[config.mk]
export PLATFORM = sky130hd
export DESIGN_NAME = eth_decap
export DESIGN_NICKNAME = d
export VERILOG_FILES = /design/src/rtl/eth_decap.sv
export SDC_FILE = /design/constraint.sdc
export NUM_CORES = 1
export LEC_CHECK = 0
export BUFFER_PORTS_ARGS = -buffer_cell sky130_fd_sc_hd__buf_2
export CORE_MARGIN = 2
export CORE_UTILIZATION = 47
export CTS_CLUSTER_SIZE = 20
export DETAILED_ROUTE_END_ITERATION = 10
export GPL_TIMING_DRIVEN = 0
export PLACE_DENSITY = 0.72
export SKIP_LAST_GASP = 1
export SLEW_MARGIN = 40
export SYNTH_ARGS = -nofsm -noshare
export SYNTH_HDL_FRONTEND = slang
export SYNTH_SLANG_ARGS = --single-unit
[constraint.sdc]
create_clock -name clk156 -period 8.5 [get_ports clk156]
set_input_delay 0.425 -clock clk156 [delete_from_list [all_inputs] [get_ports clk156]]
set_output_delay 0.425 -clock clk156 [all_outputs]
set_load 0.02 [all_outputs]
[src/rtl/eth_decap.sv]
// Receive-side Ethernet/IPv4/UDP header parser for the 64-bit MAC RX stream.
// Emits a one-cycle header record per accepted frame and keeps frame statistics.
module eth_decap #(
  parameter logic [47:0] MAC_ADDR = 48'h00_11_22_33_44_55,
  parameter logic [15:0] UDP_PORT = 16'd3776
) (
  input  logic        clk156,
  input  logic        eth_rst,
  input  logic        s_axis_tvalid,
  input  logic [63:0] s_axis_tdata,
  input  logic [7:0]  s_axis_tkeep,
  input  logic        s_axis_tlast,
  input  logic        s_axis_tuser,
  output logic        hdr_valid,
  output logic [47:0] hdr_src_mac,
  output logic [31:0] hdr_src_ip,
  output logic [31:0] hdr_dst_ip,
  output logic [15:0] hdr_src_port,
  output logic [15:0] hdr_udp_len,
  output logic [63:0] hdr_payload,
  output logic [31:0] rx_frames,
  output logic [31:0] rx_bad,
  output logic [31:0] rx_match
);

  typedef enum logic [1:0] {StSync, StIdle, StHdr, StBody} state_e;

  state_e      state_q;
  logic [2:0]  wcnt_q, idx;
  logic        match_q, match_d;
  logic        beat_ok, cap_en, w6_done, commit, accept;
  logic [63:0] be;

  logic [47:0] src_mac_q, src_mac_d;
  logic [31:0] src_ip_q, src_ip_d, dst_ip_q, dst_ip_d;
  logic [15:0] src_port_q, src_port_d, udp_len_q, udp_len_d;
  logic [63:0] payload_q, payload_d;

  logic        hdr_valid_q;
  logic [47:0] hdr_src_mac_q;
  logic [31:0] hdr_src_ip_q, hdr_dst_ip_q;
  logic [15:0] hdr_src_port_q, hdr_udp_len_q;
  logic [63:0] hdr_payload_q;
  logic [31:0] rx_frames_q, rx_bad_q, rx_match_q;

  // Byte enables carry no parsing information.
  logic unused_tkeep;
  assign unused_tkeep = ^s_axis_tkeep;

  always_comb begin
    // Network-order view of the beat: frame byte 8k+0 lands in be[63:56].
    for (int n = 0; n < 8; n++) begin
      be[63-8*n -: 8] = s_axis_tdata[8*n +: 8];
    end
    idx        = (state_q == StIdle) ? 3'd0 : wcnt_q;
    cap_en     = s_axis_tvalid && (state_q == StIdle || state_q == StHdr);
    src_mac_d  = src_mac_q;
    src_ip_d   = src_ip_q;
    dst_ip_d   = dst_ip_q;
    src_port_d = src_port_q;
    udp_len_d  = udp_len_q;
    payload_d  = payload_q;
    beat_ok    = 1'b1;
    match_d    = match_q;
    if (cap_en) begin
      case (idx)
        3'd0: begin
          beat_ok = (be[63:16] == MAC_ADDR) || (be[63:16] == 48'hffff_ffff_ffff);
          src_mac_d[47:32] = be[15:0];
        end
        3'd1: begin
          src_mac_d[31:0] = be[63:32];
          beat_ok = (be[31:16] == 16'h0800) && (be[15:8] == 8'h45);
        end
        3'd2: beat_ok = (be[7:0] == 8'h11);
        3'd3: begin
          src_ip_d         = be[47:16];
          dst_ip_d[31:16]  = be[15:0];
        end
        3'd4: begin
          dst_ip_d[15:0] = be[63:48];
          src_port_d     = be[47:32];
          beat_ok        = (be[31:16] == UDP_PORT);
          udp_len_d      = be[15:0];
        end
        3'd5: payload_d[63:16] = be[47:0];
        3'd6: payload_d[15:0]  = be[63:48];
        default: ;
      endcase
      match_d = (state_q == StIdle) ? beat_ok : (match_q && beat_ok);
    end
    // A tlast on w6 itself still carries the full payload window.
    w6_done = (state_q == StBody) || (state_q == StHdr && wcnt_q == 3'd6);
    commit  = s_axis_tvalid && s_axis_tlast && (state_q != StSync);
    accept  = commit && s_axis_tuser && match_d && w6_done;
  end

  always_ff @(posedge clk156) begin
    if (eth_rst) begin
      state_q        <= StSync;
      wcnt_q         <= 3'd0;
      match_q        <= 1'b0;
      src_mac_q      <= '0;
      src_ip_q       <= '0;
      dst_ip_q       <= '0;
      src_port_q     <= '0;
      udp_len_q      <= '0;
      payload_q      <= '0;
      hdr_valid_q    <= 1'b0;
      hdr_src_mac_q  <= '0;
      hdr_src_ip_q   <= '0;
      hdr_dst_ip_q   <= '0;
      hdr_src_port_q <= '0;
      hdr_udp_len_q  <= '0;
      hdr_payload_q  <= '0;
      rx_frames_q    <= '0;
      rx_bad_q       <= '0;
      rx_match_q     <= '0;
    end else begin
      match_q     <= match_d;
      src_mac_q   <= src_mac_d;
      src_ip_q    <= src_ip_d;
      dst_ip_q    <= dst_ip_d;
      src_port_q  <= src_port_d;
      udp_len_q   <= udp_len_d;
      payload_q   <= payload_d;
      hdr_valid_q <= accept;
      if (accept) begin
        hdr_src_mac_q  <= src_mac_d;
        hdr_src_ip_q   <= src_ip_d;
        hdr_dst_ip_q   <= dst_ip_d;
        hdr_src_port_q <= src_port_d;
        hdr_udp_len_q  <= udp_len_d;
        hdr_payload_q  <= payload_d;
        rx_match_q     <= rx_match_q + 32'd1;
      end
      if (commit) begin
        rx_frames_q <= rx_frames_q + 32'd1;
        if (!s_axis_tuser) rx_bad_q <= rx_bad_q + 32'd1;
      end
      case (state_q)
        StSync: begin
          wcnt_q <= 3'd0;
          if (!s_axis_tvalid || s_axis_tlast) state_q <= StIdle;
        end
        StIdle: begin
          if (s_axis_tvalid && !s_axis_tlast) begin
            state_q <= StHdr;
            wcnt_q  <= 3'd1;
          end
        end
        default: begin
          if (s_axis_tvalid) begin
            if (s_axis_tlast) begin
              state_q <= StIdle;
              wcnt_q  <= 3'd0;
            end else begin
              if (state_q == StHdr && wcnt_q == 3'd6) state_q <= StBody;
              if (wcnt_q != 3'd7) wcnt_q <= wcnt_q + 3'd1;
            end
          end
        end
      endcase
    end
  end

  assign hdr_valid    = hdr_valid_q;
  assign hdr_src_mac  = hdr_src_mac_q;
  assign hdr_src_ip   = hdr_src_ip_q;
  assign hdr_dst_ip   = hdr_dst_ip_q;
  assign hdr_src_port = hdr_src_port_q;
  assign hdr_udp_len  = hdr_udp_len_q;
  assign hdr_payload  = hdr_payload_q;
  assign rx_frames    = rx_frames_q;
  assign rx_bad       = rx_bad_q;
  assign rx_match     = rx_match_q;

endmodule

Yosys cells after proc, flatten, opt, wreduce, memory -nomap -nowiden
Cells that the tools add are included.
{"block": "totals", "input_bits": 77, "register_bits": 519, "elab_cells": 99, "out_inout_bits": 305}
{"block": "classes", "bitwise": 1, "n_addsub": 4, "n_reduce_logical": 25, "eq_ne": 19, "mux": 31}
{"operator": "$mux 16", "n": 8}
{"operator": "$mux 32", "n": 4}
{"operator": "$add 32x1->32 const B", "n": 3}
{"operator": "$mux 48", "n": 2}
{"operator": "$mux 64", "n": 1}
{"operator": "$eq 48x37->1 const B", "n": 1}
{"operator": "$eq 48x48->1 const B", "n": 1}
{"operator": "$eq 16x12->1 const B", "n": 2}
{"operator": "$mux 3", "n": 5}
{"operator": "$eq 3x3->1 const B", "n": 4}
{"operator": "$logic_and 1x1->1", "n": 10}
{"operator": "$mux 2", "n": 5}
{"operator": "$eq 8x5->1 const B", "n": 1}
{"operator": "$eq 8x7->1 const B", "n": 1}
{"operator": "$reduce_bool 4->1", "n": 2}
{"operator": "$eq 3x2->1 const B", "n": 2}
{"operator": "$pmux 3 s2", "n": 1}
{"operator": "$eq 2x2->1 const B", "n": 2}
{"operator": "$logic_or 1x1->1", "n": 4}
{"operator": "$pmux 1 s4", "n": 1}
{"operator": "$pmux 2 s2", "n": 1}
{"operator": "$reduce_and 4->1", "n": 1}
{"operator": "$add 3x1->3 const B", "n": 1}
{"operator": "$eq 3x1->1 const B", "n": 1}
{"operator": "other kinds (13)", "n": 16}

Longest topological paths before layout
Gate-level depths: netlist (run 1).
{"block": "logic_depth", "ltp_word": 10, "ltp_mapped": 13, "depth_no_buf": 9}

Worst setup path after synthesis (run 1)
Ideal clock, no wire load.
{"block": "synth_path", "kind": "in2reg", "start": "in s_axis_tdata[35]", "end": "reg rx_match_q[13], in the netlist rx_match[13]", "setup_ps": 70, "t_arrival_ps": 2708, "required_ps": 8430, "n_path_buf": 1, "path_stages": 8, "path_slack_ps": 5722, "path_cell_list": "or4_1 or4_4 nor4_4 o211ai_4 and2_4 buf_6 or4_1 a21oi_1"}
{"block": "synth_between", "elab_chain_cells": 9, "elab_cells_between_ends": 13, "classes_between": "eq/ne (4); mux (4); reduce/logical (5)"}
{"item": "from (decl)", "line": "10", "rtl": "input logic [63:0] s_axis_tdata,"}
{"item": "$eq 48x37->1, or another cell as far along", "line": "68", "rtl": "beat_ok = (be[63:16] == MAC_ADDR) || (be[63:16] == 48'hffff_ffff_ffff);"}
{"item": "$logic_or 1x1->1 / $logic_and 1x1->1 (equally long branches)", "line": "68, 73"}
{"item": "$pmux 1 s4 (*)", "line": "66", "rtl": "case (idx)"}
{"item": "$mux 1 (*)", "line": "65", "rtl": "if (cap_en) begin"}
{"item": "$logic_and 1x1->1", "line": "90", "rtl": "match_d = (state_q == StIdle) ? beat_ok : (match_q && beat_ok);"}
{"item": "$mux 1 (*)", "line": "90"}
{"item": "$mux 1 (*)", "line": "65"}
{"item": "$logic_and 1x1->1 (*) (2 in series)", "line": "95", "rtl": "accept = commit && s_axis_tuser && match_d && w6_done;"}
{"item": "to (signal assigned)", "line": "135", "rtl": "rx_match_q <= rx_match_q + 32'd1;"}
{"item": "to (decl)", "line": "44", "rtl": "logic [31:0] rx_frames_q, rx_bad_q, rx_match_q;"}
Every way passes the cells marked *; elsewhere a longest branch is shown, timed or not. The select of a mux whose other input is x is not followed.
A chain may end at the register's enable or synchronous reset.

Final worst setup path (run 1)
{"block": "layout_path", "start": "reg state_q[1]", "end": "reg hdr_src_mac_q[35], in the netlist hdr_src_mac[35]"}
{"block": "layout_between", "elab_chain_cells": 10, "elab_cells_between_ends": 24, "classes_between": "eq/ne (6); mux (7); reduce/logical (11)"}
{"item": "from (decl)", "line": "28", "rtl": "state_e state_q;"}
{"item": "from (signal assigned)", "line": "100", "rtl": "state_q <= StSync;"}
{"item": "from (signal assigned)", "line": "144", "rtl": "if (!s_axis_tvalid || s_axis_tlast) state_q <= StIdle;"}
{"item": "from (signal assigned)", "line": "148", "rtl": "state_q <= StHdr;"}
{"item": "$eq 2x1->1", "line": "55, 56, 90"}
{"item": "$mux 3", "line": "55", "rtl": "idx = (state_q == StIdle) ? 3'd0 : wcnt_q;"}
{"item": "$eq 3x3->1, or another cell as far along", "line": "66"}
{"item": "$pmux 1 s4", "line": "66"}
{"item": "$mux 1", "line": "65"}
{"item": "$logic_and 1x1->1", "line": "90"}
{"item": "$mux 1", "line": "90"}
{"item": "$mux 1", "line": "65"}
{"item": "$logic_and 1x1->1 (2 in series)", "line": "95"}
{"item": "to (signal assigned)", "line": "129", "rtl": "hdr_src_mac_q <= src_mac_d;"}
{"item": "to (decl)", "line": "40", "rtl": "logic [47:0] hdr_src_mac_q;"}
Several ways; a longest one is shown, not always the timed one. The select of a mux whose other input is x is not followed.

==> results.py, run 1 <==
metrics = {
    "yosys": {
        "syn-mean-instance-area_sq_um": 9.617,
        "syn-cell-area_sq_mm": 0.01918,
        "yosys.cell_types.count": 50,
        "mappedNetlistNets": 2082,
        "synth.yosys.seq_area_share_pct": 54.18,
        "syn_inst": 1994,
        "synth_seq_cells": 519,
        "syn_warnings": 0,
    },
    "floorplanning": {
        "dieHeight_um": 206.0,
        "floorplan.core_area_sq_mm": 0.04001,
        "top_level_ports": 382,
        "dieArea_sq_mm": 0.04243,
        "die_width_um": 206.0,
        "fp-row-count": 73,
        "starting_density_of_the_core_pct": 47.94,
    },
    "power": {
        "design_power_total_w": 0.005098,
        "powerDensity_mw_per_mm2": 216.6,
        "swShare_pct": 22.59,
        "vdd_drop_max_v": 0.0001425,
        "sequential_cell_fraction_of_total_power_pct": 48.2,
        "power.share.combinational_pct": 4.3,
        "cellInternalPower_w": 0.003946,
        "clkPwrFrac_pct": 47.5,
        "leakagePower_nw": 9.791,
        "switching_power_w": 0.001152,
    },
    "critical_path": {
        "worst_r2r_startpoint": "state_q[1]$_SDFFE_PP0P_",
        "cp_max_fo": 10,
        "worst_r2r_endpoint": "hdr_src_mac[35]$_SDFFE_PP0P_",
        "setup.reg_to_reg.worst_slack_ns": 4.46,
        "startpoint_type": "flip-flop",
        "endpoint": "hdr_src_mac[35]$_SDFFE_PP0P_",
        "worst_r2r_path_depth": 12,
        "crit_path_end_kind": "flip-flop",
        "critPathRequiredTime_ns": 8.93,
        "timing.critical_path.arrival_ns": 4.47,
        "critical_setup_path_class": "reg -> reg",
        "critical_path.startpoint": "state_q[1]$_SDFFE_PP0P_",
    },
    "layout": {
        "antenna-diode-count": 0,
        "layout.cells.most_common": "dfxtp_1",
        "fin_nets": 2509,
        "layout-drive-gt1-share_pct": 20.76,
        "layout.cells.most_common_list": "dfxtp_1, nor2_1, buf_2, a211oi_1, mux2i_1",
        "n_fill_cell": 3523,
        "design_area_sq_mm": 0.02353,
        "area_delta_synth_final_pct": 22.72,
    },
    "clock_network": {
        "hold_buffers": 0,
        "tritoncts_num_sinks": 519,
        "max-clock-path-buffers": 3,
        "cts_post_setup_buffers_inserted": 0,
        "path_clk_slew_ns": 0.06,
        "cts-htree-levels": 2,
        "cts-resized-gates": 0,
        "cts_inserted_buffers": 53,
        "cts_tree": "built",
        "insertion_delay_ns": 0.61,
        "clock-root-buffer": "clkbuf_16",
    },
    "outcome": {
        "run_status": "completed",
    },
    "sta": {
        "finalSetupViolCount": 0,
        "finalSetupTns_ns": 0,
        "layout_min_cycle_time_ns": 4.040,
        "tightestPinTransition_ns": 0.8535,
        "max_freq_mhz": 247.5,
        "timing.clock.skew_ns": 0.02582,
        "grt_setup_unrepaired": "false",
        "worst_slack_ns": 4.460,
        "final_hold_viol_count": 0,
        "min_period_over_period_pct": 47.53,
        "slew-limit-headroom_pct": 43.10,
        "finalMaxSlewViolations": 0,
    },
    "place": {
        "numPortBuffers": 372,
        "globalplace.congestion": 0.8579,
        "placement_stage_worst_setup_slack_ns": 4.474,
        "placement.cell_area_sq_mm": 0.02172,
        "hpwlAfterDp_um": 45170,
    },
    "routing": {
        "drtAntennaViolNets": 0,
        "initialDrtViolationCount": 1286,
        "routed_via_density": 5.588,
        "post-route-drc-count": 0,
        "routed_wire_length_per_instance_um": 20.53,
        "firstDrtPassIters": 5,
        "vias": 16691,
        "routed_wire_length_um": 61320,
    },
    "global_routing": {
        "grt_use_met3_pct": 6.213,
        "grt_use_met2_pct": 45.15,
        "global_route_wire_length_before_repair_um": 92200,
        "antenna_found_initial": 2,
        "grt_start_max_net_pins": 15,
        "overflow": 0,
        "grt.met1_usage_pct": 37.59,
        "globalRoute.busiestLayer": "met2",
        "via_count_of_the_first_global_routing_pass": 15688,
        "grt_use_total_pct": 28.31,
    },
    "hold_path": {
        "kind_of_path_behind_the_tightest_hold_check": "in -> reg",
    },
    "run": {
        "drv.max_cap_violation_count": 0,
    },
}
-- power groups by stage --
| stage | clock network [W] | logic (W) | registers [W] |
|---|---|---|---|
| floorplan | 0 | 0.000113 | 0.00251 |
| global placement | 0 | 0.000210 | 0.00251 |
| detailed placement | 0 | 0.000215 | 0.00251 |
| CTS | 0.00245 | 0.000216 | 0.00246 |
| global route | 0.00255 | 0.000233 | 0.00246 |
| finish | 0.00242 | 0.000218 | 0.00246 |
-- final cells by class --
cell class                      count  area (sq um)  share of cell area, %
Buffer                            138         578.1                  2.456
Inverter                           14         52.55                 0.2233
Timing Repair Buffer              372          1862                  7.911
Multi-Input combinational cell   1323          8183                  34.77
Sequential cell                   519         10390                  44.15
Tap cell                          525         656.9                  2.791
Clock inverter                     20         279.0                  1.186
Clock buffer                       76          1533                  6.513
-- how the worst min path moves through the flow --
stage	cells past startpoint	endpoint	slack (ns)	start
6_report	3	payload_q[45]$_SDFF_PP0_	0.14	s_axis_tdata[37]
3_3_place_gp	2	payload_q[3]$_SDFF_PP0_	0.47	payload_q[3]$_SDFF_PP0_
4_1_cts	3	payload_q[45]$_SDFF_PP0_	0.11	s_axis_tdata[37]
5_1_grt	3	payload_q[45]$_SDFF_PP0_	0.14	s_axis_tdata[37]
2_1_floorplan	2	dst_ip_q[16]$_SDFF_PP0_	0.46	dst_ip_q[16]$_SDFF_PP0_
3_5_place_dp	2	dst_ip_q[26]$_SDFF_PP0_	0.48	dst_ip_q[26]$_SDFF_PP0_
-- synth_stat cells (all sizes together) --
| library cell | count | area (sq um) |
|---|---|---|
| nor2b | 4 | 25.02 |
| nand4 | 34 | 212.7 |
| nand3 | 24 | 120.1 |
| o21a | 1 | 7.510 |
| and3 | 21 | 131.4 |
| nand4b | 4 | 35.03 |
| and2 | 3 | 21.27 |
| o21ai | 25 | 125.1 |
| a21boi | 2 | 15.01 |
| nor2 | 492 | 1847 |
| maj3 | 1 | 10.01 |
| o211ai | 1 | 21.27 |
| nor3b | 3 | 22.52 |
| o22ai | 1 | 6.260 |
| or3 | 21 | 131.4 |
| and4 | 6 | 52.55 |
| a221o | 1 | 10.01 |
| o211a | 1 | 10.01 |
| xnor2 | 25 | 219.0 |
| o41ai | 4 | 35.03 |
| or2 | 3 | 18.77 |
| xor2 | 30 | 262.8 |
| or4 | 14 | 108.9 |
| a211oi | 214 | 1607 |
| nor4 | 13 | 96.34 |
| clkbuf | 87 | 326.6 |
| and3b | 1 | 8.760 |
| inv | 14 | 52.55 |
| nand3b | 1 | 7.510 |
| mux2i | 211 | 2112 |
| nor3 | 18 | 90.09 |
| mux2 | 1 | 11.26 |
| a31oi | 3 | 18.77 |
| ha | 11 | 137.6 |
| nand2 | 66 | 247.7 |
| o31ai | 11 | 82.58 |
| a2111oi | 2 | 17.52 |
| dfxtp | 519 | 10390 |
| nor4bb | 2 | 20.02 |
| or3b | 2 | 17.52 |
| a21o | 1 | 7.510 |
| nor4b | 3 | 26.28 |
| buf | 51 | 241.5 |
| a21oi | 42 | 210.2 |
-- routing by layer --
metal | wire [um] | share of wire [%] | up-vias
met4 | 2005 | 3.3 | 4
met5 | 26 | 0.042 | -
met2 | 28140 | 46 | 653
li1 | - | - | 7845
met3 | 4783 | 7.8 | 113
met1 | 26370 | 43 | 8076
-- metrics by stage --
step                hold slack, ns  std cells  util, %
floorplan                   0.4564       1994        -
detailed placement          0.4774       2891    54.29
global placement            0.4686       2891    54.23
global route                0.1431       2987    58.83
finish                      0.1399       2987    58.83
CTS                         0.1068       2987    58.82
-- critical path, stage by stage, from the launching register on --
cell and delay [ns]:
dfxtp_1 0.44, inv_1 0.13, ha_1 0.29, and3b_1 0.23, buf_2 0.21, nand2_1 0.15, nor3_1 0.56, o211ai_4 0.30
nand2_1 0.16, buf_2 0.30, buf_2 0.41, clkbuf_1 0.53, a211oi_1 0.17
-- registers in the layout (all words and copies together) (netlist names), 48 cells and up --
register,flops
src_mac_q,48
payload_q,64
hdr_src_mac,48
hdr_payload,64
-- kinds of logic (layout without fill, tap and decap cells) --
group	count (synthesis)	after routing	synth area share [%]
buf+inv	152	620	3.236
fa+ha+maj	12	12	0.7699
mux	212	212	11.07
compound gates	309	309	11.33
flops	519	519	54.18
xor+xnor	55	55	2.512
simple gates	735	735	16.90
No activity file was read; power rests on OpenSTA's default activity.
==> run 2: changes to the inputs <==
--- a/config.mk
+++ b/config.mk
@@ -11,7 +11,7 @@
 export CTS_CLUSTER_SIZE = 20
 export DETAILED_ROUTE_END_ITERATION = 10
 export GPL_TIMING_DRIVEN = 0
-export PLACE_DENSITY = 0.72
+export PLACE_DENSITY = 0.75
 export SKIP_LAST_GASP = 1
 export SLEW_MARGIN = 40
 export SYNTH_ARGS = -nofsm -noshare
==> constraint.sdc (replaced) <==
create_clock -name clk156 -period 3.6 [get_ports clk156]
set_input_delay 0.18 -clock clk156 [delete_from_list [all_inputs] [get_ports clk156]]
set_output_delay 0.18 -clock clk156 [all_outputs]
set_load 0.02 [all_outputs]
==> run 2 against run 1 <==
Net effect:
- clock power is 130% higher
- fmax is 18% higher
- critical endpoint is now hdr_payload[38]$_SDFFE_PP0P_
- clock skew is 0.014 ns higher
- worst hold slack worse by 0.12 ns
- non-clock buffer count is 53 higher
==> results.py, run 2 (synthesis results as in run 1) <==
metrics = {
    "outcome": {
        "run_status": "completed",
    },
    "layout": {
        "fin_nets": 2562,
        "layout-drive-gt1-share_pct": 20.55,
        "layout.cells.most_common_list": "dfxtp_1, nor2_1, buf_2, a211oi_1, mux2i_1",
        "post_route_non_filler_standard_cell_count": 3038,
        "area_delta_synth_final_pct": 25.51,
        "design_area_sq_mm": 0.02407,
        "layout.cells.most_common": "dfxtp_1",
    },
    "global_routing": {
        "antenna_found_initial": 2,
        "via_count_of_the_first_global_routing_pass": 16245,
        "grt_start_max_net_pins": 15,
        "overflow": 0,
        "global_route_wire_length_before_repair_um": 93530,
        "grt_use_total_pct": 28.74,
    },
    "power": {
        "cellInternalPower_w": 0.009246,
        "swShare_pct": 22.75,
        "leakagePower_nw": 10.03,
        "switching_power_w": 0.002722,
        "clkPwrFrac_pct": 46.8,
        "sequential_cell_fraction_of_total_power_pct": 48.5,
        "powerDensity_mw_per_mm2": 497.2,
        "vdd_drop_max_v": 0.0003499,
        "power.share.combinational_pct": 4.7,
        "design_power_total_w": 0.01197,
    },
    "sta": {
        "timing.clock.skew_ns": 0.03975,
        "finalSetupViolCount": 0,
        "tightestPinTransition_ns": 0.8793,
        "finalMaxSlewViolations": 0,
        "slew-limit-headroom_pct": 41.38,
        "grt_setup_unrepaired": "false",
        "hold_ws_ns": 0.01927,
        "final_hold_viol_count": 0,
        "max_freq_mhz": 292.8,
        "min_period_over_period_pct": 94.88,
        "layout_min_cycle_time_ns": 3.416,
    },
    "critical_path": {
        "crit_path_end_kind": "flip-flop",
        "cp_max_fo": 10,
        "critPathRequiredTime_ns": 4.10,
        "setup.reg_to_reg.worst_slack_ns": 0.18,
        "startpoint_type": "flip-flop",
        "timing.critical_path.arrival_ns": 3.91,
        "critical_setup_path_class": "reg -> reg",
    },
    "floorplanning": {
        "fp-row-count": 73,
        "dieArea_sq_mm": 0.04243,
        "starting_density_of_the_core_pct": 47.94,
        "floorplan.core_area_sq_mm": 0.04001,
        "dieHeight_um": 206.0,
        "die_width_um": 206.0,
        "top_level_ports": 382,
    },
    "clock_network": {
        "cts_post_setup_buffers_inserted": 0,
        "cts-htree-levels": 2,
        "path_clk_slew_ns": 0.07,
        "cts_inserted_buffers": 53,
        "max-clock-path-buffers": 3,
        "insertion_delay_ns": 0.60,
        "tritoncts_num_sinks": 519,
        "clock-root-buffer": "clkbuf_16",
        "cts_tree": "built",
    },
    "routing": {
        "vias": 16896,
        "initialDrtViolationCount": 1283,
        "firstDrtPassIters": 6,
        "routed_via_density": 5.562,
        "routed_wire_length_per_instance_um": 20.67,
        "routed_wire_length_um": 62790,
        "drtAntennaViolNets": 0,
        "post-route-drc-count": 0,
    },
    "place": {
        "hpwlAfterDp_um": 45600,
        "globalplace.congestion": 0.8778,
        "placement.cell_area_sq_mm": 0.02172,
        "numPortBuffers": 372,
        "place_inst": 2891,
    },
    "run": {
        "drv.max_cap_violation_count": 0,
    },
    "hold_path": {
        "kind_of_path_behind_the_tightest_hold_check": "in -> reg",
    },
}
run 2: cell count changes in the layout (fill, tap and decap cells not counted), sizes merged:
cell | previous run | this run
diode | 0 | 2
dlygate4sd3 | 0 | 53
buf | 422 | 421
clkbuf | 164 | 168
clkinvlp | 1 | 0
bufinv | 6 | 4
inv | 17 | 16
clkinv | 10 | 7
run 2: routing by layer:
layer  global-route usage [%]  up-vias  routed length, um  part of all wire (%)
li1                         -     7927                  -                     -
met1                    37.48     8220              27120                    43
met2                    45.87      593              28490                    45
met3                    5.771      156               4338                   6.9
met4                    13.32        0               2837                   4.5
met5                        0        -                  0                     0
run 2: final cells by class:
type | count | area [sq um]
multi-input combinational | 1323 | 8208
fill | 3443 | 15940
buffer | 138 | 600.6
clock inverter | 13 | 200.2
tap | 525 | 656.9
inverter | 14 | 52.55
clock buffer | 79 | 1564
sequential | 519 | 10390
timing repair buffer | 425 | 2392
antenna | 2 | 5.005
run 2: worst max-delay path, cell delays in order (launching register included):
cell      delay [ns]
dfxtp_1         0.43
inv_1           0.13
ha_1            0.27
and3b_1         0.22
buf_2           0.22
nand2_1         0.15
nor3_4          0.33
o211ai_4        0.23
nand2_1         0.16
clkbuf_4        0.26
clkbuf_1        0.43
nor2_1          0.14
a211oi_1        0.33
run 2: final timing paths:
| kind | startpoint | endpoint | depth (start not counted) |
|---|---|---|---|
| hold / removal | s_axis_tdata[63] | src_mac_q[39]$_SDFF_PP0_ | 3 |
| setup reg to reg | state_q[1]$_SDFFE_PP0P_ | hdr_payload[38]$_SDFFE_PP0P_ | 12 |
| hold reg to reg | dst_ip_q[19]$_SDFF_PP0_ | dst_ip_q[19]$_SDFF_PP0_ | 2 |
| setup / recovery | state_q[1]$_SDFFE_PP0P_ | hdr_payload[38]$_SDFFE_PP0P_ | 12 |
run 2: stage by stage:
step	utilization [%]	TNS (ns)	setup slack, ns
2_1_floorplan	-	0	0.8424
3_3_place_gp	54.23	-84.79	-0.5396
3_5_place_dp	54.28	-26.99	-0.4013
4_1_cts	60.07	0	0.01548
5_1_grt	60.16	0	0.01259
6_report	60.16	0	0.1844
run 2: repair_timing:
action	4_1_cts	5_1_grt
pin swaps	0	1
hold buffers	53	0
resized for setup	6	25
setup endpoints to repair	212	211
hold endpoints to repair	137	0
run 2: power groups by stage:
| stage | clock, W | combinational, W | sequential, W |
|---|---|---|---|
| finish | 0.00560 | 0.000564 | 0.00580 |
| CTS | 0.00565 | 0.000554 | 0.00580 |
| global route | 0.00589 | 0.000600 | 0.00580 |
| detailed placement | 0 | 0.000505 | 0.00593 |
| floorplan | 0 | 0.000268 | 0.00593 |
| global placement | 0 | 0.000493 | 0.00593 |
==> run 3: changes to the inputs <==
--- a/config.mk
+++ b/config.mk
@@ -6,12 +6,13 @@
 export NUM_CORES = 1
 export LEC_CHECK = 0
 export BUFFER_PORTS_ARGS = -buffer_cell sky130_fd_sc_hd__buf_2
-export CORE_MARGIN = 2
+export CORE_MARGIN = 8
 export CORE_UTILIZATION = 47
 export CTS_CLUSTER_SIZE = 20
 export DETAILED_ROUTE_END_ITERATION = 10
 export GPL_TIMING_DRIVEN = 0
 export PLACE_DENSITY = 0.75
+export REMOVE_ABC_BUFFERS = 1
 export SKIP_LAST_GASP = 1
 export SLEW_MARGIN = 40
 export SYNTH_ARGS = -nofsm -noshare
==> run 3 against run 2 <==
Net effect:
- sequential share of layout area fell by 0.44 points
- die area rose by 12%
- fmax rose by 6.6%
- core utilization fell by 0.20 points
- clock skew fell by 0.028 ns
- critical path type unchanged
- critical path depth did not move
- routed wire length fell by 14%
- first-iteration DRC count fell by 13%
- final cell count fell by 2.5%
- register-to-register slack improved by 0.21 ns
- highest routed layer unchanged
- largest power group unchanged
- clock-buffer cell count did not move
- via count fell by 5.3%
==> results.py, run 3 (synthesis results as in run 1) <==
metrics = {
    "sta": {
        "finalSetupTns_ns": 0,
        "tightestPinTransition_ns": 0.6881,
        "grt_setup_unrepaired": "false",
        "layout_min_cycle_time_ns": 3.203,
        "final_hold_viol_count": 0,
        "timing.clock.skew_ns": 0.01218,
        "slew-limit-headroom_pct": 53.77,
        "min_period_over_period_pct": 88.97,
        "finalMaxSlewViolations": 0,
        "max_freq_mhz": 312.2,
        "finalSetupViolCount": 0,
    },
    "layout": {
        "final-seq-area_sq_mm": 0.01039,
        "antenna-diode-count": 0,
        "layout.cells.most_common": "dfxtp_1",
        "fin_nets": 2475,
        "post_route_non_filler_standard_cell_count": 2963,
        "layout.cells.most_common_list": "dfxtp_1, nor2_1, buf_2, a211oi_1, mux2i_1",
        "finish.utilization_pct": 59.97,
        "multi_input_gate_area_sq_mm": 0.008299,
        "area_delta_synth_final_pct": 26.82,
        "n_fill_cell": 3324,
        "layout-drive-gt1-share_pct": 21.31,
    },
    "critical_path": {
        "critical-path-top-cell-by-count": "buf_12",
        "crit_path_max_incr_delay_ns": 0.42,
        "startpoint_type": "flip-flop",
        "worst_path_max_delay_cell": "dfxtp_1",
        "crit_path_end_kind": "flip-flop",
        "cp_max_fo": 56,
        "kind_of_cell_adding_the_most_delay_to_the_critical_path": "simple AND/OR/NAND/NOR gates",
        "critical_setup_path_class": "reg -> reg",
        "timing.critical_path.arrival_ns": 3.69,
        "critPathRequiredTime_ns": 4.09,
        "crit_chain": "inv_1, ha_1, and3b_2, nand2_1, nor3_4, o211ai_4, nand2_8, buf_12, buf_16, buf_12, nor2_1, a211oi_1",
        "critPathBufInv": 4,
    },
    "global_routing": {
        "via_count_of_the_first_global_routing_pass": 15805,
        "grt_use_total_pct": 21.73,
        "global_route_wire_length_before_repair_um": 84660,
        "overflow": 0,
        "antenna_found_initial": 0,
        "grt_start_max_net_pins": 106,
    },
    "routing": {
        "routed_wire_length_per_instance_um": 18.21,
        "post-route-drc-count": 0,
        "routed_wire_length_um": 53970,
        "initialDrtViolationCount": 1111,
        "vias": 15995,
        "routed_via_density": 5.398,
        "firstDrtPassIters": 5,
        "drtAntennaViolNets": 0,
    },
    "hold_path": {
        "kind_of_path_behind_the_tightest_hold_check": "in -> reg",
    },
    "clock_network": {
        "tritoncts_num_sinks": 519,
        "cts_inserted_buffers": 53,
        "insertion_delay_ns": 0.59,
        "path_clk_slew_ns": 0.06,
        "max-clock-path-buffers": 3,
        "cts_tree": "built",
        "clock-root-buffer": "clkbuf_16",
        "cts-htree-levels": 2,
    },
    "floorplanning": {
        "fp-row-count": 74,
        "top_level_ports": 382,
        "dieArea_sq_mm": 0.04752,
        "dieHeight_um": 218.0,
        "die_width_um": 218.0,
        "starting_density_of_the_core_pct": 47.29,
        "floorplan.core_area_sq_mm": 0.04055,
    },
    "power": {
        "leakagePower_nw": 10.06,
        "vdd_drop_max_v": 0.0004184,
        "powerDensity_mw_per_mm2": 488.4,
    },
    "place": {
        "hpwlAfterDp_um": 37590,
        "place_inst": 2793,
        "globalplace.congestion": 0.8234,
        "numPortBuffers": 373,
    },
    "outcome": {
        "run_status": "completed",
    },
    "run": {
        "drv.max_cap_violation_count": 0,
    },
}
[run 3: stage by stage]
| step | cell area (sq um) | total power, W | setup WS (ns) | hold slack [ns] |
|---|---|---|---|---|
| after global routing | 24320 | 0.01226 | 0.1686 | 0.03135 |
| after detailed placement | 21770 | 0.006386 | -0.4451 | 0.4768 |
| final | 24320 | 0.01188 | 0.3970 | 0.02685 |
| after global placement | 21140 | 0.006346 | -9.958 | 0.4684 |
| after floorplan | 18610 | 0.006116 | -5.812 | 0.2491 |
| after CTS | 24270 | 0.01199 | 0.003414 | 0.0004751 |
[run 3: power breakdown]
group | internal, W | leakage (nW) | switching [W]
logic | 0.000196 | 5.01 | 0.000330
clock network | 0.00327 | 0.875 | 0.00228
registers | 0.00578 | 4.18 | 0.0000208
total | 0.00924 | 10.1 | 0.00263
[run 3: layout make-up]
type / count / area share (%)
Tap cell: 532 / 2.737
Sequential cell: 519 / 42.72
Clock buffer: 79 / 6.349
Multi-Input combinational cell: 1324 / 34.13
Timing Repair Buffer: 475 / 12.85
Clock inverter: 20 / 0.9981
Inverter: 14 / 0.2161
[run 3: worst paths after layout]
check	start	to	slack (ns)	cells past startpoint
max	state_q[1]$_SDFFE_PP0P_	hdr_src_ip[5]$_SDFFE_PP0P_	0.40	12
min reg2reg	src_ip_q[6]$_SDFF_PP0_	src_ip_q[6]$_SDFF_PP0_	0.49	2
min	s_axis_tuser	rx_bad[0]$_SDFFE_PP0P_	0.03	4
max reg2reg	state_q[1]$_SDFFE_PP0P_	hdr_src_ip[5]$_SDFFE_PP0P_	0.40	12
[run 3: worst register-to-register path, cell delays in order, from the launching register on]
cell	delay [ns]
dfxtp_1	0.42
inv_1	0.12
ha_1	0.30
and3b_2	0.37
nand2_1	0.16
nor3_4	0.33
o211ai_4	0.16
nand2_8	0.13
buf_12	0.23
buf_16	0.29
buf_12	0.28
nor2_1	0.08
a211oi_1	0.23
[run 3: timing repair]
action	CTS	global route
hold buffers	66	0
setup buffers	0	4
gates resized for setup	6	3
hold endpoints to repair	275	0
gates cloned	1	0
endpoints found under the setup margin	147	55
pin swaps	1	2
[run 3: layer usage]
metal / up-vias / GRT usage [%] / part of all wire, %
li1: 7778 / - / -
met1: 7666 / 26.55 / 42
met2: 446 / 36.20 / 47
met3: 105 / 5.312 / 6.9
met4: 0 / 9.158 / 3.7
met5: - / 0 / 0
